[src/rtl/pipe_stage_skid.sv]
// Single pipeline stage with a two-entry (main + skid) buffer, registered back-pressure,
// a constant increment on every accepted word and a saturating stall-cycle counter.
module pipe_stage_skid #(
    parameter int unsigned     DATA_W = 16,
    parameter longint unsigned INC    = 1,
    parameter int unsigned     CNT_W  = 8
) (
    input  logic              i_clk,
    input  logic              i_rst,
    input  logic              i_flush,
    input  logic              i_internal_stall,
    input  logic [DATA_W-1:0] i_data,
    input  logic              i_valid,
    output logic              o_stall,
    output logic              o_current_ce,
    input  logic              i_stall,
    output logic [DATA_W-1:0] o_data,
    output logic              o_valid,
    output logic [1:0]        o_count,
    output logic [CNT_W-1:0]  o_stall_cnt
);

    typedef enum logic [1:0] {
        StEmpty = 2'b00,
        StBusy  = 2'b01,
        StFull  = 2'b10
    } state_e;

    localparam logic [DATA_W-1:0] INC_W   = DATA_W'(INC);
    localparam logic [CNT_W-1:0]  CNT_MAX = {CNT_W{1'b1}};

    state_e             r_state;
    state_e             w_state_nxt;
    logic [DATA_W-1:0]  r_main;
    logic [DATA_W-1:0]  r_skid;
    logic [DATA_W-1:0]  w_main_nxt;
    logic [DATA_W-1:0]  w_skid_nxt;
    logic [DATA_W-1:0]  w_word;
    logic [CNT_W-1:0]   r_stall_cnt;
    logic               w_accept;
    logic               w_xfer;
    logic               w_cnt_en;

    // Back-pressure comes straight from the state register so i_stall never reaches o_stall.
    assign o_stall      = (r_state == StFull);
    assign w_accept     = i_valid & ~o_stall & ~i_flush;
    assign o_current_ce = w_accept;
    assign o_valid      = (r_state != StEmpty) & ~i_internal_stall;
    assign w_xfer       = o_valid & ~i_stall;
    assign w_word       = i_data + INC_W;
    assign o_data       = r_main;
    assign o_stall_cnt  = r_stall_cnt;
    assign w_cnt_en     = (r_state != StEmpty) & (i_stall | i_internal_stall) & ~i_flush;

    always_comb begin
        w_state_nxt = r_state;
        w_main_nxt  = r_main;
        w_skid_nxt  = r_skid;
        if (i_flush) begin
            w_state_nxt = StEmpty;
        end else begin
            case (r_state)
                StEmpty: begin
                    if (w_accept) begin
                        w_state_nxt = StBusy;
                        w_main_nxt  = w_word;
                    end
                end
                StBusy: begin
                    if (w_accept && w_xfer) begin
                        w_main_nxt = w_word;
                    end else if (w_accept) begin
                        w_state_nxt = StFull;
                        w_skid_nxt  = w_word;
                    end else if (w_xfer) begin
                        w_state_nxt = StEmpty;
                    end
                end
                StFull: begin
                    if (w_xfer) begin
                        w_state_nxt = StBusy;
                        w_main_nxt  = r_skid;
                    end
                end
                default: w_state_nxt = StEmpty;
            endcase
        end
    end

    always_comb begin
        case (r_state)
            StBusy:  o_count = 2'd1;
            StFull:  o_count = 2'd2;
            default: o_count = 2'd0;
        endcase
    end

    always_ff @(posedge i_clk or posedge i_rst) begin
        if (i_rst) begin
            r_state <= StEmpty;
            r_main  <= '0;
            r_skid  <= '0;
        end else begin
            r_state <= w_state_nxt;
            r_main  <= w_main_nxt;
            r_skid  <= w_skid_nxt;
        end
    end

    // Flush does not clear the counter; it only suppresses counting in the flush cycle.
    always_ff @(posedge i_clk or posedge i_rst) begin
        if (i_rst) begin
            r_stall_cnt <= '0;
        end else if (w_cnt_en && (r_stall_cnt != CNT_MAX)) begin
            r_stall_cnt <= r_stall_cnt + CNT_W'(1);
        end
    end

endmodule
[config.mk]
export PLATFORM = sky130hd
export DESIGN_NAME = pipe_stage_skid
export DESIGN_NICKNAME = d
export VERILOG_FILES = /design/src/rtl/pipe_stage_skid.sv
export SDC_FILE = /design/constraint.sdc
export NUM_CORES = 1
export LEC_CHECK = 0
export CAP_MARGIN = 20
export CORE_MARGIN = 2
export CORE_UTILIZATION = 49
export CTS_CLUSTER_DIAMETER = 30
export DETAILED_ROUTE_END_ITERATION = 10
export HOLD_SLACK_MARGIN = 0.03
export PLACE_DENSITY_LB_ADDON = 0.15
export RECOVER_POWER = 100
export SLEW_MARGIN = 10
export SYNTH_ARGS = -nofsm -noshare
export SYNTH_HDL_FRONTEND = slang
export SYNTH_SLANG_ARGS = --single-unit
[constraint.sdc]
create_clock -name i_clk -period 2.2 [get_ports i_clk]
set_input_delay 0.33 -clock i_clk [delete_from_list [all_inputs] [get_ports i_clk]]
set_output_delay 0.33 -clock i_clk [all_outputs]
set_load 0.005 [all_outputs]
==> After elaboration in Yosys (flattened, before gate mapping) <==
Cells that the tools add are included.
{ "word_totals": {"mem_bits_ro": 0, "latch_bits": 0, "mem_count": 0, "out_inout_bits": 29, "reg_bits": 42, "mem_bits_rw": 0} }
{ "classes": {"div_mod_pow": 0, "add_sub_neg": 2, "mul": 0, "bitwise": 12, "n_lt_le_gt_ge": 0, "n_mux": 12, "shifts": 0, "n_eq_ne": 10, "reduce_logical": 8} }
{ "op_table": {"columns": ["cell", "n"], "rows": [
  ["two-way mux 16 bit", 3],
  ["case mux 16 bit (3 select lines)", 1],
  ["adder 16 x 1 -> 16 bit (second input constant)", 1],
  ["two-way mux 2 bit", 6],
  ["adder 8 x 1 -> 8 bit (second input constant)", 1],
  ["inequality test 8 bit (second input constant)", 1],
  ["AND reduction 4 bit", 2],
  ["AND 1 bit", 6],
  ["inequality test 3 bit (second input constant)", 2],
  ["case mux 2 bit (3 select lines)", 1],
  ["NOT 1 bit", 5],
  ["AND reduction 5 bit", 1],
  ["inequality test 2 bit (second input constant)", 2],
  ["inequality test 4 bit (second input constant)", 1],
  ["case mux 2 bit (2 select lines)", 1],
  ["inequality test 3 x 2 -> 1 bit (second input constant)", 1],
  ["nonzero test 3 bit", 1],
  ["equality test 2 x 1 -> 1 bit (second input constant)", 1],
  ["equality test 2 bit (second input constant)", 1],
  ["logical AND 1 bit", 2],
  ["logical NOT 2 bit", 1],
  ["inequality test 2 x 1 -> 1 bit (second input constant)", 1],
  ["nonzero test 2 bit", 1],
  ["OR 1 bit", 1]
]} }

==> Logic depth before layout (Yosys ltp) <==
Gate-level depths: netlist (run 1).
{ "logic_depth": {"ltp_word": 8, "depth_mapped": 8, "mapped_depth_nobuf": 6} }

==> Least setup slack after synthesis (run 1) <==
OpenSTA, ideal clock, no wires.
{ "synth_timing": {"kind": "register to register", "from": "reg r_stall_cnt[0], in the netlist o_stall_cnt[0]", "to": "reg r_stall_cnt[1], in the netlist o_stall_cnt[1]", "setup_slack_ns": 0.332, "n_path_buf": 0, "period_less_slack_ns": 1.868, "arrival_ns": 1.743, "t_required_ns": 2.075, "path_stages_with_launch": 6, "path_cell_list": "dfrtp_1 ha_1 and3_2 and3_4 nor4_4 mux2_2"} }
{ "synth_between": {"elab_chain_len": 2, "elab_cells_between_ends": 3} }
{ "synth_lines": {"columns": ["element", "line_no", "text"], "rows": [
  ["start: declaration", "39", "logic [CNT_W-1:0] r_stall_cnt;"],
  ["start signal: assignment", "115", "r_stall_cnt <= r_stall_cnt + CNT_W'(1);"],
  ["parallel branches: the longest is 2 deep, another holds adder 8 x 1 -> 8 bit", null, null]
]} }
Several ways; the timed one is not identified.
A chain may end at the register's enable or synchronous reset.

==> Worst setup path in the final report (run 1) <==
{ "layout_timing": {"from": "reg r_state[0]", "to": "out o_count[1]"} }
{ "layout_between": {"elab_chain_len": 2, "elab_cells_between_ends": 3} }
{ "layout_lines": {"columns": ["element", "line_no", "text"], "rows": [
  ["start: declaration", "32", "state_e r_state;"],
  ["start signal: assignment", "100", "r_state <= StEmpty;"],
  ["start signal: assignment", "104", "r_state <= w_state_nxt;"],
  ["equality test 2 bit or equality test 2 x 1 -> 1 bit (tied branches)", "91", "case (r_state)"],
  ["case mux 2 bit (2 select lines) *", "91", null],
  ["end: declaration", "19", "output logic [1:0] o_count,"]
]} }
Every way passes the cells marked *; elsewhere a longest branch is shown, timed or not.

==> metrics.csv, run 1 <==
metric;value;unit
status;complete, no violations;
slew_viol_final;0;
wl;4.52;mm
ir_worst_vdd;0.000530;V
total_power;2300;uW
hp-start;o_data[1]$_DFFE_PP0P_;
initial_core_util;51.5;%
end_kind;output pin;
p_per_area;842;nW/um2
fin_skew;0.00693;ns
synth_area_leader_cell;dfrtp_1;
grt_pass1_vias;1753;
finalSetupViolCount;0;
reg2reg_depth;6;
final_nets;297;
hold_path_depth;2;
cts_made_buffers;5;
crit_slowest_cell;clkdlybuf4s50_1;
areaGrowthSynthToFinish;31.8;%
r2r-start;o_stall_cnt[0]$_DFFE_PP0P_;
whs_endpoint;o_data[1]$_DFFE_PP0P_;
diodes;0;
wl_per_cell;14.0;um
wl_met3;236;um
p_sw;639;uW
root_buffer;clkbuf_8;
yosysWarnings;0;
htree_num_levels;2;
internal_power;1660;uW
io_buffers;50;
switching_share;27.7;%
synthFlopType;dfrtp_1;
pin_count;51;
synth_nets;240;
drc;0;
hold_viol_final;0;
synth_cell_type_count;33;
worstReg2RegEnd;o_stall_cnt[1]$_DFFE_PP0P_;
start_kind;flip-flop;
track_usage;20.1;%
p_clk_share;26.7;%
power_leakage;0.00121;uW
hpwl;3.29;mm
die_y;69.1;um
fillers;337;
rrSetupSlack;0.22;ns
ys_ff_latch;42;
p_seq_share;48.2;%
cts-resized-gates;0;
fp-row-count;23;
clk_pin_slew;0.07;ns
tightest_slew;1.03;ns
clk_latency;0.29;ns
synth_cells;216;
async_reset_ff_share;100;%
cpPeakStageDelay;0.49;ns
tns;0;ns
synth.avg_cell_area;9.61;um2
grt_max_degree;43;
clock_sink_count;42;
synth_area_leaders;dfrtp_1 51%, xnor2_1 6.8%, nor2_1 5.8%, a21oi_1 5.1%, nand2_1 3.3%;
required;1.87;ns
crit_arrival;1.72;ns
path_max_fanout;11;
synth_edf_count;0;
max_cap_viol_count;0;
min_period;2.05;ns
grt_overflow;0;
drtPass1Iterations;4;
holdCritPathClass;reg -> reg;
grt_pass1_wl;7.82;mm
postCtsSetupBuffers;0;
met1_length;2.14;mm
crit_chain;nand2b_2, clkbuf_2, inv_1, clkdlybuf4s50_1;
synth_area;2080;um2
avgViaCountPerCell;5.33;
drtIter0Drc;116;
rsz0062_at_grt;false;
gp_congestion;0.863;
route.top_layer_used;met4;
max_freq;0.489;GHz
antenna_found_initial;0;
die-width;69.1;um
ant_nets;0;
hold_buffers;0;
min_period_over_period;93.0;%
crit_type;reg -> out;
num_vias;1723;
clockBufferDepth;2;
p_comb_share;25.1;%
synth_most_common_cell;dfrtp_1;
wl_met2;2.11;mm
cts_tree;yes;
die_area;4770;um2
ys_seq_area_share;50.6;%
ys_top_cells_by_count;42 x dfrtp_1, 32 x nor2_1, 21 x a21oi_1;
synth_top_area_share;50.6;%
core_area;4030;um2
slew_headroom;31.2;%
drive_above_1_share;8.06;%
==> metal layers <==
metal  up-vias  track usage (%)
li1        861                -
met1       815             27.3
met2        41             31.3
met3         6             5.12
met4         0             7.63
met5         -                0
==> critical path: cells and delay by family (launching register included) <==
kind	cells	cell delay [ns]
buf+inv	3	0.79
flops	1	0.41
simple gates	1	0.22
==> registers in the layout (all words and copies together), names as in the netlist <==
| register | flops |
|---|---|
| o_data | 16 |
| r_skid | 16 |
| o_stall_cnt | 8 |
| r_state | 2 |
==> metrics by stage <==
stage	cell area, um2	utilization, %	setup WS [ns]	hold slack [ns]	std cells
floorplan	2080	-	0.332	0.396	216
global placement	2650	65.9	0.140	0.460	316
detailed placement	2650	65.9	0.101	0.470	316
CTS	2770	68.7	0.169	0.478	323
global route	2740	67.9	0.0632	0.502	323
finish	2740	67.9	0.155	0.473	323
==> cell type report <==
type	instances	area, um2	share of cell area (%)
flip-flops and latches	42	1050	38.4
multi-input cells	160	931	34.0
repair buffers	59	557	20.4
clock buffers	6	82.6	3.02
well taps	50	62.6	2.29
clock inverters	1	30.0	1.10
inverters	5	21.3	0.778
==> cells in the final DEF, fill, tap and decap left out, types with 7 or more instances in the layout <==
master | Yosys | routed
clkdlybuf4s50_1 | 0 | 21
nand2_1 | 18 | 18
xnor2_1 | 16 | 16
nand3_1 | 13 | 13
nand4_1 | 8 | 8
dlygate4sd3_1 | 0 | 29
nor2_1 | 32 | 32
o211ai_1 | 7 | 7
dfrtp_1 | 42 | 42
a21oi_1 | 21 | 21
==> how the worst max path moves through the flow <==
stage | from | endpoint | slack [ns] | cells after the start
5_1_grt | r_state[0]$_DFFE_PP0P_ | o_count[1] | 0.06 | 4
2_1_floorplan | o_stall_cnt[0]$_DFFE_PP0P_ | o_stall_cnt[1]$_DFFE_PP0P_ | 0.33 | 5
4_1_cts | r_state[1]$_DFFE_PP0P_ | o_current_ce | 0.17 | 4
3_5_place_dp | i_internal_stall | o_data[7]$_DFFE_PP0P_ | 0.10 | 7
3_3_place_gp | i_internal_stall | o_data[7]$_DFFE_PP0P_ | 0.14 | 7
6_report | r_state[0]$_DFFE_PP0P_ | o_count[1] | 0.15 | 4
==> power by group through the flow <==
stage	logic, uW	registers [uW]	clock network [uW]
6_report	579	1110	615
5_1_grt	644	1140	654
4_1_cts	635	1120	627
3_5_place_dp	632	1130	0
3_3_place_gp	615	1120	0
2_1_floorplan	291	1110	0
==> kinds of logic after synthesis <==
family          share of synthesized area [%]
flops                                    50.6
simple gates                             21.1
fa+ha+maj                                1.21
xor+xnor                                 8.86
buf+inv                                  3.56
mux                                      1.57
compound gates                           13.1
Power figures use the tool's default switching activity.
==> run 2: changes to the inputs <==
- SETUP_SLACK_MARGIN: default -> 0.1
==> run 2 against run 1 <==
  * Clock power barely moved
  * Sequential cell count did not move
  * Sequential share of layout area fell by 0.21 points
  * Worst hold slack barely moved
  * Global-route usage did not move
  * Fmax fell by 0.97%
  * Clock skew rose by 0.00071 ns
  * Design area rose by 0.55%
  * Clock-buffer cell count did not move
  * Critical endpoint is now o_current_ce
  * Largest power group unchanged
  * Highest routed layer unchanged
==> metrics.csv, run 2 (synthesis results as in run 1) <==
metric;value;unit;change
status;complete, no violations;;unchanged
min_period;2.07;ns;was 2.05 ns
fillers;334;;was 337
crit_type;reg -> out;;unchanged
cts-resized-gates;0;;unchanged
num_vias;1728;;was 1723
slew_headroom;31.5;%;was 31.2%
die_y;69.1;um;unchanged
ant_nets;0;;unchanged
clockBufferDepth;2;;unchanged
crit_arrival;1.74;ns;was 1.72 ns
avgViaCountPerCell;5.32;;was 5.33
tightest_slew;1.03;ns;about the same
cts_tree;yes;;unchanged
wl;4.54;mm;was 4.52 mm
required;1.87;ns;about the same
final_util;68.3;%;was 67.9%
stdcell_area;2750;um2;was 2740 um2
wl_met3;212;um;was 236 um
internal_power;1670;uW;was 1660 uW
grt_pass1_wl;7.82;mm;unchanged
pin_count;51;;unchanged
clk_pin_slew;0.07;ns;about the same
reg2reg_depth;6;;unchanged
clk_latency;0.29;ns;about the same
final_common_cell;dfrtp_1;;unchanged
seq_area;1050;um2;unchanged
grt_pass1_vias;1753;;unchanged
track_usage;20.1;%;unchanged
start_kind;flip-flop;;unchanged
max_freq;0.484;GHz;was 0.489 GHz
p_per_area;839;nW/um2;was 842 nW/um2
min_period_over_period;93.9;%;was 93.0%
path_max_fanout;19;;was 11
core_area;4030;um2;unchanged
areaGrowthSynthToFinish;32.5;%;was 31.8%
die_area;4770;um2;unchanged
initial_core_util;51.5;%;unchanged
die-width;69.1;um;unchanged
slew_viol_final;0;;unchanged
drc;0;;unchanged
wl_met2;2.16;mm;was 2.11 mm
drtIter0Drc;115;;was 116
p_sw;639;uW;about the same
ir_worst_vdd;0.000530;V;about the same
met1_length;2.14;mm;unchanged
hold_viol_final;0;;unchanged
htree_num_levels;2;;unchanged
root_buffer;clkbuf_8;;unchanged
cts_made_buffers;5;;unchanged
diodes;0;;unchanged
power_leakage;0.00122;uW;was 0.00121 uW
drtPass1Iterations;4;;unchanged
route.top_layer_used;met4;;unchanged
finalSetupViolCount;0;;unchanged
drive_above_1_share;8.73;%;was 8.06%
fin_skew;0.00764;ns;was 0.00693 ns
switching_share;27.7;%;about the same
tns;0;ns;unchanged
p_clk_share;26.6;%;was 26.7%
p_seq_share;48.1;%;was 48.2%
holdCritPathClass;reg -> reg;;unchanged
gp_congestion;0.863;;unchanged
p_comb_share;25.3;%;was 25.1%
antenna_found_initial;0;;unchanged
max_cap_viol_count;0;;unchanged
io_buffers;50;;unchanged
multiInputGateArea;931;um2;unchanged
most-common-layout-cells;42 x dfrtp_1, 32 x nor2_1, 30 x dlygate4sd3_1;;was 42 x dfrtp_1, 32 x nor2_1, 29 x dlygate4sd3_1
hpwl;3.29;mm;unchanged
grt_overflow;0;;unchanged
wl_per_cell;14.0;um;about the same
grt_max_degree;43;;unchanged
rsz0062_at_grt;false;;unchanged
clock_sink_count;42;;unchanged
final_nets;299;;was 297
fp-row-count;23;;unchanged
hold_path_depth;2;;unchanged
end_kind;output pin;;unchanged
placed_cell_area;2650;um2;unchanged
[run 2: final timing paths]
kind | slack, ns | end | from
min in group asynchronous | 0.79 | o_data[8]$_DFFE_PP0P_ | i_rst
min | 0.47 | o_data[1]$_DFFE_PP0P_ | o_data[1]$_DFFE_PP0P_
max in group asynchronous | 0.78 | r_skid[0]$_DFFE_PP0P_ | i_rst
max reg2reg | 0.23 | o_stall_cnt[1]$_DFFE_PP0P_ | o_stall_cnt[0]$_DFFE_PP0P_
max | 0.13 | o_current_ce | r_state[1]$_DFFE_PP0P_
min reg2reg | 0.47 | o_data[1]$_DFFE_PP0P_ | o_data[1]$_DFFE_PP0P_
[run 2: repair_timing]
action / 4_1_cts / 5_1_grt
setup buffers: 0 / 2
hold buffers: 0 / 0
endpoints found under the setup margin: 0 / 1
[run 2: cell type report]
cell class | instances | area share (%)
flip-flops and latches | 42 | 38.2
multi-input cells | 160 | 33.8
repair buffers | 61 | 20.8
clock buffers | 6 | 3.00
well taps | 50 | 2.27
clock inverters | 1 | 1.09
inverters | 5 | 0.773
[run 2: metal layers]
metal  vias up  GRT usage [%]
li1        864              -
met1       822           27.3
met2        36           31.3
met3         6           5.12
met4         0           7.63
met5         -              0
[run 2: stage by stage]
step           std cells  total power, uW  setup slack [ns]  hold slack [ns]
3_3_place_gp         316             1740             0.140            0.460
5_1_grt              325             2440            0.0561            0.502
3_5_place_dp         316             1760             0.101            0.470
6_report             325             2310             0.134            0.473
2_1_floorplan        216             1400             0.332            0.396
4_1_cts              323             2380             0.169            0.478
[run 2: worst max-delay path, stage by stage (launching register included)]
cell and delay [ns]:
dfrtp_1 0.45, nand2b_2 0.13, inv_4 0.10, nor3b_1 0.18, dlygate4sd3_1 0.59
[run 2: power groups by stage]
stage / Clock, uW / Combinational, uW / Sequential, uW
after global placement: 0 / 615 / 1120
after floorplan: 0 / 291 / 1110
after detailed placement: 0 / 632 / 1130
after CTS: 627 / 635 / 1120
after global routing: 654 / 650 / 1140
final: 613 / 585 / 1110
==> run 3: changes to the inputs <==
- TNS_END_PERCENT: default -> 5
==> results of run 3 <==
Final layout, timing and power as in run 2 (identical DEF).
